==> config.mk <==
export PLATFORM = sky130hd
export DESIGN_NAME = rept_pipe
export DESIGN_NICKNAME = d
export VERILOG_FILES = /design/src/rtl/rept_pipe.sv
export SDC_FILE = /design/constraint.sdc
export NUM_CORES = 1
export LEC_CHECK = 0
export CORE_MARGIN = 2
export CORE_UTILIZATION = 49
export CTS_BUF_LIST = sky130_fd_sc_hd__clkbuf_2 sky130_fd_sc_hd__clkbuf_4 sky130_fd_sc_hd__clkbuf_8
export DETAILED_ROUTE_END_ITERATION = 12
export HOLD_SLACK_MARGIN = 0.1
export MAX_ROUTING_LAYER = met4
export PLACE_DENSITY_LB_ADDON = 0.15
export SLEW_MARGIN = 20
export SYNTH_ARGS = -nofsm -noshare
export SYNTH_HDL_FRONTEND = slang
export SYNTH_SLANG_ARGS = --single-unit
==> constraint.sdc <==
create_clock -name clk -period 2.35 [get_ports clk]
set_clock_uncertainty 0.15 [all_clocks]
set_input_delay 0.3525 -clock clk [delete_from_list [all_inputs] [get_ports clk]]
set_output_delay 0.3525 -clock clk [all_outputs]
set_load 0.02 [all_outputs]
==> src/rtl/rept_pipe.sv <==
// rept_pipe: two-stage pre-round reduction between the normaliser and the rounder.
// Keeps the top K bits of the normalised significand (K chosen by the format),
// left-aligns them in a DB_KEEP-bit field and ORs every discarded bit into a
// sticky bit. Stage 1 registers kept bits and per-chunk partial ORs. Stage 2
// folds the partials and packs the rounder word. Both stages use valid/ready
// backpressure.
//
// Ports:
//   clk, rst_n           clock (rising edge), asynchronous active-low reset
//   in_valid / in_ready  input handshake (in_ready is combinational from out_ready)
//   fn, fmt, in_tag      significand, format (00 single, 01 double, 10 half,
//                        11 reserved), sideband tag
//   out_valid/out_ready  output handshake
//   f_out                kept bits followed by sticky, zero padded below
//   sticky_o, fmt_err    sticky copy, beat carried fmt=11
//   out_tag              sideband tag
//
// Optional feature (macro REPT_STATS_EN): adds stat_clr input and a saturating
// stat_cnt[15:0] output counting output transfers that carried sticky_o=1.
module rept_pipe #(
    parameter int unsigned IN_W    = 128,
    parameter int unsigned DB_KEEP = 54,
    parameter int unsigned SG_KEEP = 25,
    parameter int unsigned HF_KEEP = 12,
    parameter int unsigned CHUNK   = 32,
    parameter int unsigned TAG_W   = 4
) (
    input  logic               clk,
    input  logic               rst_n,
    input  logic               in_valid,
    output logic               in_ready,
    input  logic [IN_W-1:0]    fn,
    input  logic [1:0]         fmt,
    input  logic [TAG_W-1:0]   in_tag,
    output logic               out_valid,
    input  logic               out_ready,
    output logic [DB_KEEP:0]   f_out,
    output logic               sticky_o,
    output logic               fmt_err,
`ifdef REPT_STATS_EN
    input  logic               stat_clr,
    output logic [15:0]        stat_cnt,
`endif
    output logic [TAG_W-1:0]   out_tag
);

    localparam int unsigned OUT_W  = DB_KEEP + 1;
    localparam int unsigned LOW_W  = IN_W - HF_KEEP;
    localparam int unsigned NCH    = (LOW_W + CHUNK - 1) / CHUNK;
    localparam int unsigned PAD_W  = NCH * CHUNK;
    localparam int unsigned STAT_W = 16;

    localparam logic [1:0] FMT_SG = 2'b00;
    localparam logic [1:0] FMT_DB = 2'b01;
    localparam logic [1:0] FMT_HF = 2'b10;
    localparam logic [1:0] FMT_RS = 2'b11;

    // Kept-bit masks over the left-aligned DB_KEEP field.
    localparam logic [DB_KEEP-1:0] KM_DB = {DB_KEEP{1'b1}};
    localparam logic [DB_KEEP-1:0] KM_SG = ~({DB_KEEP{1'b1}} >> SG_KEEP);
    localparam logic [DB_KEEP-1:0] KM_HF = ~({DB_KEEP{1'b1}} >> HF_KEEP);

    // Discard masks over the full significand: bits [IN_W-1-K:0].
    localparam logic [IN_W-1:0] DM_DB = {IN_W{1'b1}} >> DB_KEEP;
    localparam logic [IN_W-1:0] DM_SG = {IN_W{1'b1}} >> SG_KEEP;
    localparam logic [IN_W-1:0] DM_HF = {IN_W{1'b1}} >> HF_KEEP;

    // Parameter sanity: format widths must nest inside the input width.
    if (!((DB_KEEP > SG_KEEP) && (SG_KEEP > HF_KEEP) && (IN_W > DB_KEEP))) begin : g_bad_cfg
        $fatal(1, "rept_pipe: require DB_KEEP > SG_KEEP > HF_KEEP and IN_W > DB_KEEP");
    end

    // Pipeline control.
    logic s1_valid_q, s1_valid_d;
    logic out_valid_q, out_valid_d;
    logic s2_adv, s1_adv;

    assign s2_adv   = !out_valid_q || out_ready;
    assign s1_adv   = !s1_valid_q || s2_adv;
    assign in_ready = s1_adv;

    // Stage 1 combinational reduction.
    logic [DB_KEEP-1:0] keep_mask_c;
    logic [IN_W-1:0]    disc_mask_c;
    logic               err_c;
    logic [IN_W-1:0]    masked_c;
    logic [PAD_W-1:0]   low_pad_c;
    logic [NCH-1:0]     part_c;
    logic [DB_KEEP-1:0] kept_c;

    always_comb begin
        keep_mask_c = KM_DB;
        disc_mask_c = DM_DB;
        err_c       = 1'b0;
        case (fmt)
            FMT_SG: begin
                keep_mask_c = KM_SG;
                disc_mask_c = DM_SG;
            end
            FMT_HF: begin
                keep_mask_c = KM_HF;
                disc_mask_c = DM_HF;
            end
            FMT_RS: err_c = 1'b1;
            default: ;
        endcase
    end

    // Top HF_KEEP bits are never discarded, so only the low LOW_W bits feed partials.
    assign masked_c  = fn & disc_mask_c;
    assign low_pad_c = PAD_W'(masked_c[LOW_W-1:0]);
    assign kept_c    = fn[IN_W-1 -: DB_KEEP] & keep_mask_c;

    for (genvar c = 0; c < NCH; c++) begin : g_part
        assign part_c[c] = |low_pad_c[c*CHUNK +: CHUNK];
    end

    // Stage 1 registers.
    logic [DB_KEEP-1:0] s1_kept_q, s1_kept_d;
    logic [NCH-1:0]     s1_part_q, s1_part_d;
    logic [1:0]         s1_fmt_q,  s1_fmt_d;
    logic               s1_err_q,  s1_err_d;
    logic [TAG_W-1:0]   s1_tag_q,  s1_tag_d;

    always_comb begin
        s1_valid_d = s1_valid_q;
        s1_kept_d  = s1_kept_q;
        s1_part_d  = s1_part_q;
        s1_fmt_d   = s1_fmt_q;
        s1_err_d   = s1_err_q;
        s1_tag_d   = s1_tag_q;
        if (s1_adv) begin
            s1_valid_d = in_valid;
            if (in_valid) begin
                s1_kept_d = kept_c;
                s1_part_d = part_c;
                s1_fmt_d  = fmt;
                s1_err_d  = err_c;
                s1_tag_d  = in_tag;
            end
        end
    end

    always_ff @(posedge clk or negedge rst_n) begin
        if (!rst_n) begin
            s1_valid_q <= 1'b0;
            s1_kept_q  <= '0;
            s1_part_q  <= '0;
            s1_fmt_q   <= '0;
            s1_err_q   <= 1'b0;
            s1_tag_q   <= '0;
        end else begin
            s1_valid_q <= s1_valid_d;
            s1_kept_q  <= s1_kept_d;
            s1_part_q  <= s1_part_d;
            s1_fmt_q   <= s1_fmt_d;
            s1_err_q   <= s1_err_d;
            s1_tag_q   <= s1_tag_d;
        end
    end

    // Stage 2: fold partials and pack the rounder word; reserved format packs as double.
    logic             sticky_c;
    logic [OUT_W-1:0] pack_c;

    assign sticky_c = |s1_part_q;

    always_comb begin
        pack_c = {s1_kept_q, sticky_c};
        case (s1_fmt_q)
            FMT_SG:  pack_c = {s1_kept_q[DB_KEEP-1 -: SG_KEEP], sticky_c, {(DB_KEEP-SG_KEEP){1'b0}}};
            FMT_HF:  pack_c = {s1_kept_q[DB_KEEP-1 -: HF_KEEP], sticky_c, {(DB_KEEP-HF_KEEP){1'b0}}};
            default: pack_c = {s1_kept_q, sticky_c};
        endcase
    end

    logic [OUT_W-1:0] f_out_q,  f_out_d;
    logic             sticky_q, sticky_d;
    logic             err_q,    err_d;
    logic [TAG_W-1:0] tag_q,    tag_d;

    // Bubbles drop out_valid but leave the data outputs at their last value.
    always_comb begin
        out_valid_d = out_valid_q;
        f_out_d     = f_out_q;
        sticky_d    = sticky_q;
        err_d       = err_q;
        tag_d       = tag_q;
        if (s2_adv) begin
            out_valid_d = s1_valid_q;
            if (s1_valid_q) begin
                f_out_d  = pack_c;
                sticky_d = sticky_c;
                err_d    = s1_err_q;
                tag_d    = s1_tag_q;
            end
        end
    end

    always_ff @(posedge clk or negedge rst_n) begin
        if (!rst_n) begin
            out_valid_q <= 1'b0;
            f_out_q     <= '0;
            sticky_q    <= 1'b0;
            err_q       <= 1'b0;
            tag_q       <= '0;
        end else begin
            out_valid_q <= out_valid_d;
            f_out_q     <= f_out_d;
            sticky_q    <= sticky_d;
            err_q       <= err_d;
            tag_q       <= tag_d;
        end
    end

    assign out_valid = out_valid_q;
    assign f_out     = f_out_q;
    assign sticky_o  = sticky_q;
    assign fmt_err   = err_q;
    assign out_tag   = tag_q;

`ifdef REPT_STATS_EN
    // Saturating count of sticky output transfers; clear wins over increment.
    logic [STAT_W-1:0] stat_cnt_q, stat_cnt_d;

    always_comb begin
        stat_cnt_d = stat_cnt_q;
        if (stat_clr) begin
            stat_cnt_d = '0;
        end else if (out_valid_q && out_ready && sticky_q && (stat_cnt_q != {STAT_W{1'b1}})) begin
            stat_cnt_d = stat_cnt_q + STAT_W'(1);
        end
    end

    always_ff @(posedge clk or negedge rst_n) begin
        if (!rst_n) begin
            stat_cnt_q <= '0;
        end else begin
            stat_cnt_q <= stat_cnt_d;
        end
    end

    assign stat_cnt = stat_cnt_q;
`endif

endmodule
Word level (Yosys, flattened, before mapping)
Index checks and enable logic that the tools add are counted.
- bits in registers: 128
- input bits: 138
- output and inout bits: 63
- logic and storage cells: 33
- equality and inequality tests: 3
- mux-type cells: 4
- bitwise logic cells: 2
- reductions and logical operators: 13
- operator list (cell ; number):
    $pmux 116 s2 ; 1
    $and 116x116->116 ; 1
    $reduce_or 32->1 ; 3
    $pmux 43 s2 ; 1
    $pmux 42 s2 ; 1
    $and 54x54->54 ; 1
    $reduce_or 20->1 ; 1
    $eq 2x2->1 const B ; 3
    $logic_not 2->1 ; 2
    $reduce_and 2->1 ; 2
    $reduce_or 4->1 ; 1
    $logic_not 1->1 ; 2
    $logic_or 1x1->1 ; 2
    $mux 1 ; 1

Longest topological paths before layout
Gate-level depths: netlist of the first run.
- word-level depth: 4
- gate-level depth with buffers: 6
- mapped depth without buffers: 4

Worst setup path before layout of the first run
Ideal clock, no wire load.
- kind: reg-to-reg
- start: register out_valid_q (netlist: out_valid)
- end: register s1_fmt_q[0]
- library setup time: 0.125 ns
- arrival time: 1.358 ns
- data required time: 2.075 ns
- setup slack: 0.717 ns
- stages on the path, launching flop included: 6
- buffers on the path: 2
- period minus slack after synthesis: 1.633 ns
- path through: dfrtp_1 -> nand3b_4 -> nand2_4 -> buf_6 -> buf_6 -> mux2_2
- word-level cells in the longest chain between the ends: 4
- ends and longest elaborated chain (item ; RTL line ; source):
    from (decl) ; 75 ; logic out_valid_q, out_valid_d;
    from (signal assigned) ; 208 ; out_valid_q <= out_valid_d;
    $logic_not 1->1 ; 78 ; assign s2_adv = !out_valid_q || out_ready;
    $logic_or 1x1->1 ; 78 ;
    $logic_or 1x1->1 ; 79 ; assign s1_adv = !s1_valid_q || s2_adv;
    net in_ready ; 31 ; output logic in_ready,
    $reduce_and 2->1 (no source line) ; -- ;
    to (signal assigned) ; 156 ; s1_fmt_q <= s1_fmt_d;
    to (decl) ; 121 ; logic [1:0] s1_fmt_q, s1_fmt_d;
The timed path passes the listed nets, and every way through them passes these cells.
A chain may end at the register's enable or synchronous reset.

Final worst setup path of the first run
- start: input port out_ready
- end: output port in_ready
- word-level cells in the longest chain between the ends: 2
- ends and longest elaborated chain (item ; RTL line ; source):
    from (decl) ; 36 ; input logic out_ready,
    $logic_or 1x1->1 ; 78 ;
    $logic_or 1x1->1 ; 79 ;
    to (decl) ; 31 ;
No other way between the ends.

==> impl_summary.txt, run 1 <==
----------------------------------------------------
[Clock tree]
  Total setup buffers inserted after CTS ... 0
  Cts bufs inserted ... 17
  Maximum clock path buffer count ... 2
  Clock sink total ... 128
  Latest clock arrival within the worst-skew pair ... 0.42 ns
  CTS H-tree depth ... 4
  Master cell of the clock root buffer ... clkbuf_8
  CTS clock-pin slew for the worst setup and hold paths ... 0.08 ns
  TritonCTS clock tree ... done

[Die]
  Total core area ... 0.01037 mm2
  I/O pins ... 201
  Starting utilization of the core area ... 50.54%
  Number of core rows ... 37
  Die Wd ... 107.4 um
  Vert. Die Dim ... 107.4 um
  Area of the die ... 0.01154 mm2

[Critical path]
  Cell breakdown of the critical path ... clkdlybuf4s50_1 > nand3b_4 > clkdlybuf4s50_1
  Type of the worst setup path ... in2out
  Setup slack, reg-to-reg ... 0.71 ns
  Sort of element at the end of the critical path ... primary output
  Depth of the worst register-to-register path ... 3
  Reg2reg end ... f_out[0]
  Maximum cell stage delay along the critical path ... 0.61 ns
  Max stage delay cell, worst path ... clkdlybuf4s50_1
  Data arrival time of the critical path ... 1.61 ns
  Cell seen most often among critical-path stages ... clkdlybuf4s50_1
  Launching element type of the critical path ... input port
  Origin of the critical flop-to-flop path ... s1_part_q[1]
  Data required time of the worst path ... 1.85 ns
  Biggest fanout along the worst timing path ... 3

[Placed design]
  Number of placed instances, taps included ... 832
  Routability-driven placement congestion ratio ... 0.8603
  Area of placed instances ... 0.007402 mm2
  HPWL reported at the end of detailed placement ... 10560 um
  Input/output buffers ... 200

[Finish]
  Proportion of layout cells with a drive suffix above 1 ... 11.66%
  Area occupied by multi-input gates ... 0.001862 mm2
  FILL cells ... 742
  Number of nets in the final layout ... 854
  Area of all placed cells without fillers ... 0.007868 mm2
  Layout overhead on the synthesized area ... 50.11%
  Area occupied by registers ... 0.003203 mm2
  Share of the core filled with cells in the final layout ... 75.87%
  Number of cells in the finished layout apart from fillers ... 865
  Number of diodes ... 0

[Timing]
  Shortest clock period the worst path allows after layout ... 2.114 ns
  Final setup violating endpoints ... 0
  Highest Clock Rate ... 473.0 MHz
  Worst slew slack as a fraction of its limit ... 53.23%
  Fraction of the cycle the final worst path needs ... 89.96%
  Final count of pins violating max slew ... 0
  RSZ-0062 raised after global routing ... false
  Tightest Pin Transition ... 0.6951 ns
  Number of endpoints with negative hold slack in the final report ... 0
  Aggregate negative setup slack ... 0 ns

[Power and ir drop]
  Design Power ... 6.306 mW
  Cell area power density ... 801.5 mW/mm2
  Leak ... 3.345 nW
  Highest ir drop seen on vdd ... 0.3266 mV

[Synthesis]
  Post-synthesis sequential area ratio ... 61.11%
  Unique masters post-synth ... 24
  Synth Register Bits ... 128
  Synth cell count leaders ... 172 x nand2_1, 128 x dfrtp_1, 87 x o21ai_0, 35 x mux2_2, 27 x nor4_1
  Synthesized instance count ... 515
  Flip-flop cell with the highest count after synthesis ... dfrtp_1
  Number of synthesized flops with an enable pin ... 0
  Mean Syn Cell Area ... 10.18 um2
  Syn_nets ... 653
  Synth area leader ... dfrtp_1
  Library cell with the highest instance count after synthesis ... nand2_1
  YS warnings ... 0
  Top area cells in the synthesized netlist ... dfrtp_1 61%, nand2_1 12%, o21ai_0 8.3%, mux2_2 7.5%, nor4_1 3.2%
  Post-synthesis async set-or-reset flop share ... 100.0%
  Combined area of all synthesized cells ... 0.005241 mm2
  Proportion of netlist area held by the largest area contributor ... 61.11%

[Global route]
  GR Util All Layers ... 25.84%
  Largest net degree at the start of global routing ... 72
  Gr ovfl total ... 0
  First-pass GRT wire length ... 22040 um
  Vias in the first global route ... 4748
  Initial antenna violation count ... 0

[Run]
  Number of max-cap violations ... 0

[Route]
  Via count normalized by instance count ... 5.180
  Routed vias ... 4481
  ANT nets after route ... 0
  Number of DRC violations after detailed-routing iteration 0 ... 150
  DRT Wirelength ... 13960 um
  Average wire per standard cell ... 16.14 um
  Drt pass-1 iters ... 5
  Remaining DRCs ... 0

[Status]
  Status ... complete, no violations

[Hold path]
  Class of the worst hold path ... in2async

----------------------------------------------------
==> where the power goes <==
group | total, mW | internal [mW] | leakage, nW | switching (mW)
logic | 1.49 | 0.769 | 1.50 | 0.717
registers | 2.72 | 2.53 | 1.62 | 0.185
clock network | 2.10 | 1.25 | 0.226 | 0.854
==> through the flow <==
| stage | hold slack (ns) | setup WS (ns) |
|---|---|---|
| global placement | 0.1570 | 0.06556 |
| CTS | 0.2405 | 0.2314 |
| finish | 0.2390 | 0.2360 |
| global route | 0.2577 | 0.1957 |
| floorplan | -0.09309 | 0.7174 |
| detailed placement | 0.1571 | 0.05489 |
==> cell type report <==
type,instances,area share (%)
flip-flops and latches,128,40.71
multi-input cells,354,23.66
clock inverters,12,2.290
clock buffers,20,3.499
repair buffers,215,27.67
well taps,136,2.163
==> cells by family (layout without fill, tap and decap cells) <==
| kind of cell | after synthesis | in the layout | share of synthesized area [%] |
|---|---|---|---|
| flops | 128 | 128 | 61.11 |
| simple gates | 223 | 223 | 18.41 |
| buf+inv | 33 | 247 | 3.461 |
| mux | 35 | 35 | 7.520 |
| compound gates | 96 | 96 | 9.501 |
==> cells in the final DEF (no fill, tap or decap), types with 4 or more instances in the layout <==
master,Yosys,routed
nor2_1,7,7
nand2_1,172,172
clkbuf_8,0,20
nand4_1,5,5
dfrtp_1,128,128
nand2b_1,5,5
mux2_2,35,35
buf_12,0,5
o21ai_0,87,87
nor4_1,27,27
buf_4,0,10
bufinv_16,0,4
clkdlybuf4s50_1,0,199
==> routing by layer <==
| metal | vias up | global-route usage (%) | wire [um] |
|---|---|---|---|
| met5 | - | - | 0 |
| met4 | 0 | 12.73 | 534 |
| met3 | 35 | 4.903 | 796 |
| met2 | 182 | 46.34 | 7579 |
| met1 | 2114 | 27.29 | 5049 |
| li1 | 2150 | - | - |
==> flip-flops by register name, summed over array words and instances, names as in the netlist <==
| name | cells |
|---|---|
| s1_kept_q | 54 |
| sticky_o | 1 |
| out_tag | 4 |
| out_valid | 1 |
| s1_valid_q | 1 |
| s1_err_q | 1 |
| s1_part_q | 4 |
| fmt_err | 1 |
| f_out | 55 |
| s1_tag_q | 4 |
| s1_fmt_q | 2 |
==> worst max path at each step <==
stage | to | cells after the start | startpoint
after floorplan | s1_fmt_q[0] | 5 | out_valid
after global placement | s1_part_q[2] | 6 | fn[82]
after detailed placement | s1_part_q[2] | 6 | fn[82]
after CTS | in_ready | 2 | s1_valid_q
after global routing | in_ready | 2 | s1_valid_q
final | in_ready | 3 | out_ready
==> worst max-delay path, delay by kind of cell <==
family                 cells  cell delay (ns)
buffers and inverters      2             1.10
AND/OR/NAND/NOR            1             0.16
==> what timing repair did <==
action                                 CTS  global route
endpoints found under the hold margin   30             0
gates resized for setup                  0             0
hold buffers                             1             0
(Power assumes the default switching activity.)
==> run 2, diff against run 1 <==
- SLEW_MARGIN: 20 -> unset
==> results of run 2 <==
The final DEF is identical to that of run 1; final timing and power are the same.
==> run 3, diff against run 2 <==
- CORE_UTILIZATION: 49 -> 47
- CTS_BUF_LIST: sky130_fd_sc_hd__clkbuf_2 sky130_fd_sc_hd__clkbuf_4 sky130_fd_sc_hd__clkbuf_8 -> unset
- CTS_CLUSTER_DIAMETER: unset -> 60
==> run 3 against run 2 <==
Clock power rose by 19%; sequential power barely moved; utilization fell by 2.0 points; register-to-register slack got worse by 0.02 ns; largest cell class unchanged.
==> impl_summary.txt, run 3 (same netlist as run 1, synthesis figures left out) <==
----------------------------------------------------
[Die]
  Starting utilization of the core area ... 48.35% (-2.2 points)
  Number of core rows ... 38 (+2.7%)
  Total core area ... 0.01084 mm2 (+4.5%)
  I/O pins ... 201 (unchanged)
  Area of the die ... 0.01201 mm2 (+4.1%)
  Die Wd ... 109.6 um (+2.0%)
  Vert. Die Dim ... 109.6 um (+2.0%)

[Critical path]
  Maximum cell stage delay along the critical path ... 0.62 ns (about the same)
  Sort of element at the end of the critical path ... primary output
  Max stage delay cell, worst path ... clkdlybuf4s50_1
  Delay-heaviest family, CP ... buffers and inverters
  Biggest fanout along the worst timing path ... 3 (unchanged)
  Type of the worst setup path ... reg2out
  Cell breakdown of the critical path ... nand3b_4 > clkdlybuf4s50_1
  Data required time of the worst path ... 1.85 ns (about the same)
  Bufs and invs on worst path ... 1 (-1)
  Launching element type of the critical path ... register
  Data arrival time of the critical path ... 1.70 ns (+0.09 ns)

[Timing]
  Final critical-path setup slack ... 0.1475 ns (-0.08849 ns)
  Final setup violating endpoints ... 0 (unchanged)
  RSZ-0062 raised after global routing ... false
  Highest Clock Rate ... 454.0 MHz (-4.0%)
  Hold WS ... 0.2164 ns (-0.02260 ns)
  Fraction of the cycle the final worst path needs ... 93.72% (+3.8 points)
  Number of endpoints with negative hold slack in the final report ... 0 (unchanged)
  Tightest Pin Transition ... 0.6716 ns (-0.02343 ns)
  Worst slew slack as a fraction of its limit ... 54.81% (+1.6 points)
  Final count of pins violating max slew ... 0 (unchanged)
  Aggregate negative setup slack ... 0 ns (unchanged)
  Shortest clock period the worst path allows after layout ... 2.202 ns (+0.08849 ns)

[Placed design]
  Input/output buffers ... 200 (unchanged)
  HPWL reported at the end of detailed placement ... 9903 um (-6.2%)
  Pre-CTS worst setup slack ... 0.1777 ns (+0.1228 ns)
  Number of placed instances, taps included ... 838 (+0.72%)
  Routability-driven placement congestion ratio ... 0.7908 (-8.1%)

[Finish]
  Number of nets in the final layout ... 856 (+0.23%)
  Leading cell types in the layout, fill and taps excluded ... 199 x clkdlybuf4s50_1, 172 x nand2_1, 128 x dfrtp_1, 87 x o21ai_0, 35 x mux2_2
  Most common library cell in the layout ignoring fill and taps ... clkdlybuf4s50_1
  Proportion of layout cells with a drive suffix above 1 ... 11.76% (+0.10 points)
  Number of cells in the finished layout apart from fillers ... 871 (+0.69%)
  Max FFs per register ... 55 (unchanged)
  Number of diodes ... 0 (unchanged)
  Layout overhead on the synthesized area ... 52.78%

[Clock tree]
  Master cell of the clock root buffer ... clkbuf_8
  Cts bufs inserted ... 17 (unchanged)
  Number of cells upsized or downsized after cts ... 0 (unchanged)
  CTS H-tree depth ... 4 (unchanged)
  Clock sink total ... 128 (unchanged)
  TritonCTS clock tree ... done
  Quantity of hold-fixing buffers added after cts ... 1 (unchanged)
  Latest clock arrival within the worst-skew pair ... 0.52 ns (+0.10 ns)
  Total setup buffers inserted after CTS ... 0 (unchanged)
  Maximum clock path buffer count ... 2 (unchanged)
  CTS clock-pin slew for the worst setup and hold paths ... 0.06 ns (-0.02 ns)

[Global route]
  GR Util All Layers ... 24.67% (-1.2 points)
  Initial antenna violation count ... 0 (unchanged)
  Largest net degree at the start of global routing ... 60 (-17%)
  Vias in the first global route ... 4503 (-5.2%)
  First-pass GRT wire length ... 21760 um (-1.3%)
  Gr ovfl total ... 0 (unchanged)

[Route]
  Drt pass-1 iters ... 4 (-1)
  Via count normalized by instance count ... 5.046 (-2.6%)
  Average wire per standard cell ... 15.64 um (-3.1%)
  Routed vias ... 4395 (-1.9%)
  ANT nets after route ... 0 (unchanged)
  DRT Wirelength ... 13620 um (-2.4%)
  Number of DRC violations after detailed-routing iteration 0 ... 207 (+38%)
  Remaining DRCs ... 0 (unchanged)

[Status]
  Status ... complete, no violations

[Run]
  Number of max-cap violations ... 0 (unchanged)

[Power and ir drop]
  Highest ir drop seen on vdd ... 0.5457 mV (+67%)
  Cell area power density ... 835.9 mW/mm2 (+4.3%)
  Leak ... 3.400 nW (+1.6%)

[Hold path]
  Class of the worst hold path ... in2async

----------------------------------------------------
## run 3: changes by cell type in the layout (fill, tap and decap cells not counted), moves of 2 or more
cell        delta
inv_6          -2
clkinvlp_4     +2
clkbuf_16     +16
clkinv_4       +2
clkbuf_8      -18
bufinv_16      -2
## run 3: worst paths after layout
path                            startpoint             to  slack [ns]  cells past startpoint
worst max-delay path            s1_valid_q       in_ready        0.15                      2
worst min-delay path                 rst_n      f_out[28]        0.22                      2
worst max register to register  s1_valid_q  s1_kept_q[46]        0.69                      4
worst min register to register    sticky_o       sticky_o        0.33                      1
max in group asynchronous            rst_n  s1_kept_q[45]        1.14                      3
min in group clk                    fn[81]   s1_kept_q[7]        0.28                      3
## run 3: cell type report
class,count,area (um2)
clock buffers,19,431.7
clock inverters,13,140.1
fillers,810,2833
multi-input cells,354,1862
flip-flops and latches,128,3203
well taps,140,175.2
repair buffers,217,2196
## run 3: per-stage QoR
step | util [%] | total power, mW | area (um2)
after floorplan | - | 3.402 | 5241
after global routing | 73.87 | 7.026 | 8008
after CTS | 73.87 | 6.755 | 8008
after detailed placement | 68.50 | 4.246 | 7426
final | 73.87 | 6.694 | 8008
after global placement | 68.50 | 4.191 | 7426
## run 3: where the power goes
group          leakage (nW)  switching, mW  internal, mW  total (mW)
Combinational          1.51          0.711         0.771        1.48
Clock                 0.270          0.954          1.53        2.49
Sequential             1.62          0.187          2.54        2.72
Total                  3.40           1.85          4.84        6.69
## run 3: routing by layer
| layer | up-vias | GRT usage (%) | share of wire, % |
|---|---|---|---|
| met5 | - | - | 0 |
| met4 | 0 | 6.962 | 0.92 |
| met3 | 12 | 8.773 | 7.2 |
| met2 | 138 | 40.34 | 51 |
| met1 | 2090 | 28.94 | 41 |
| li1 | 2155 | - | - |
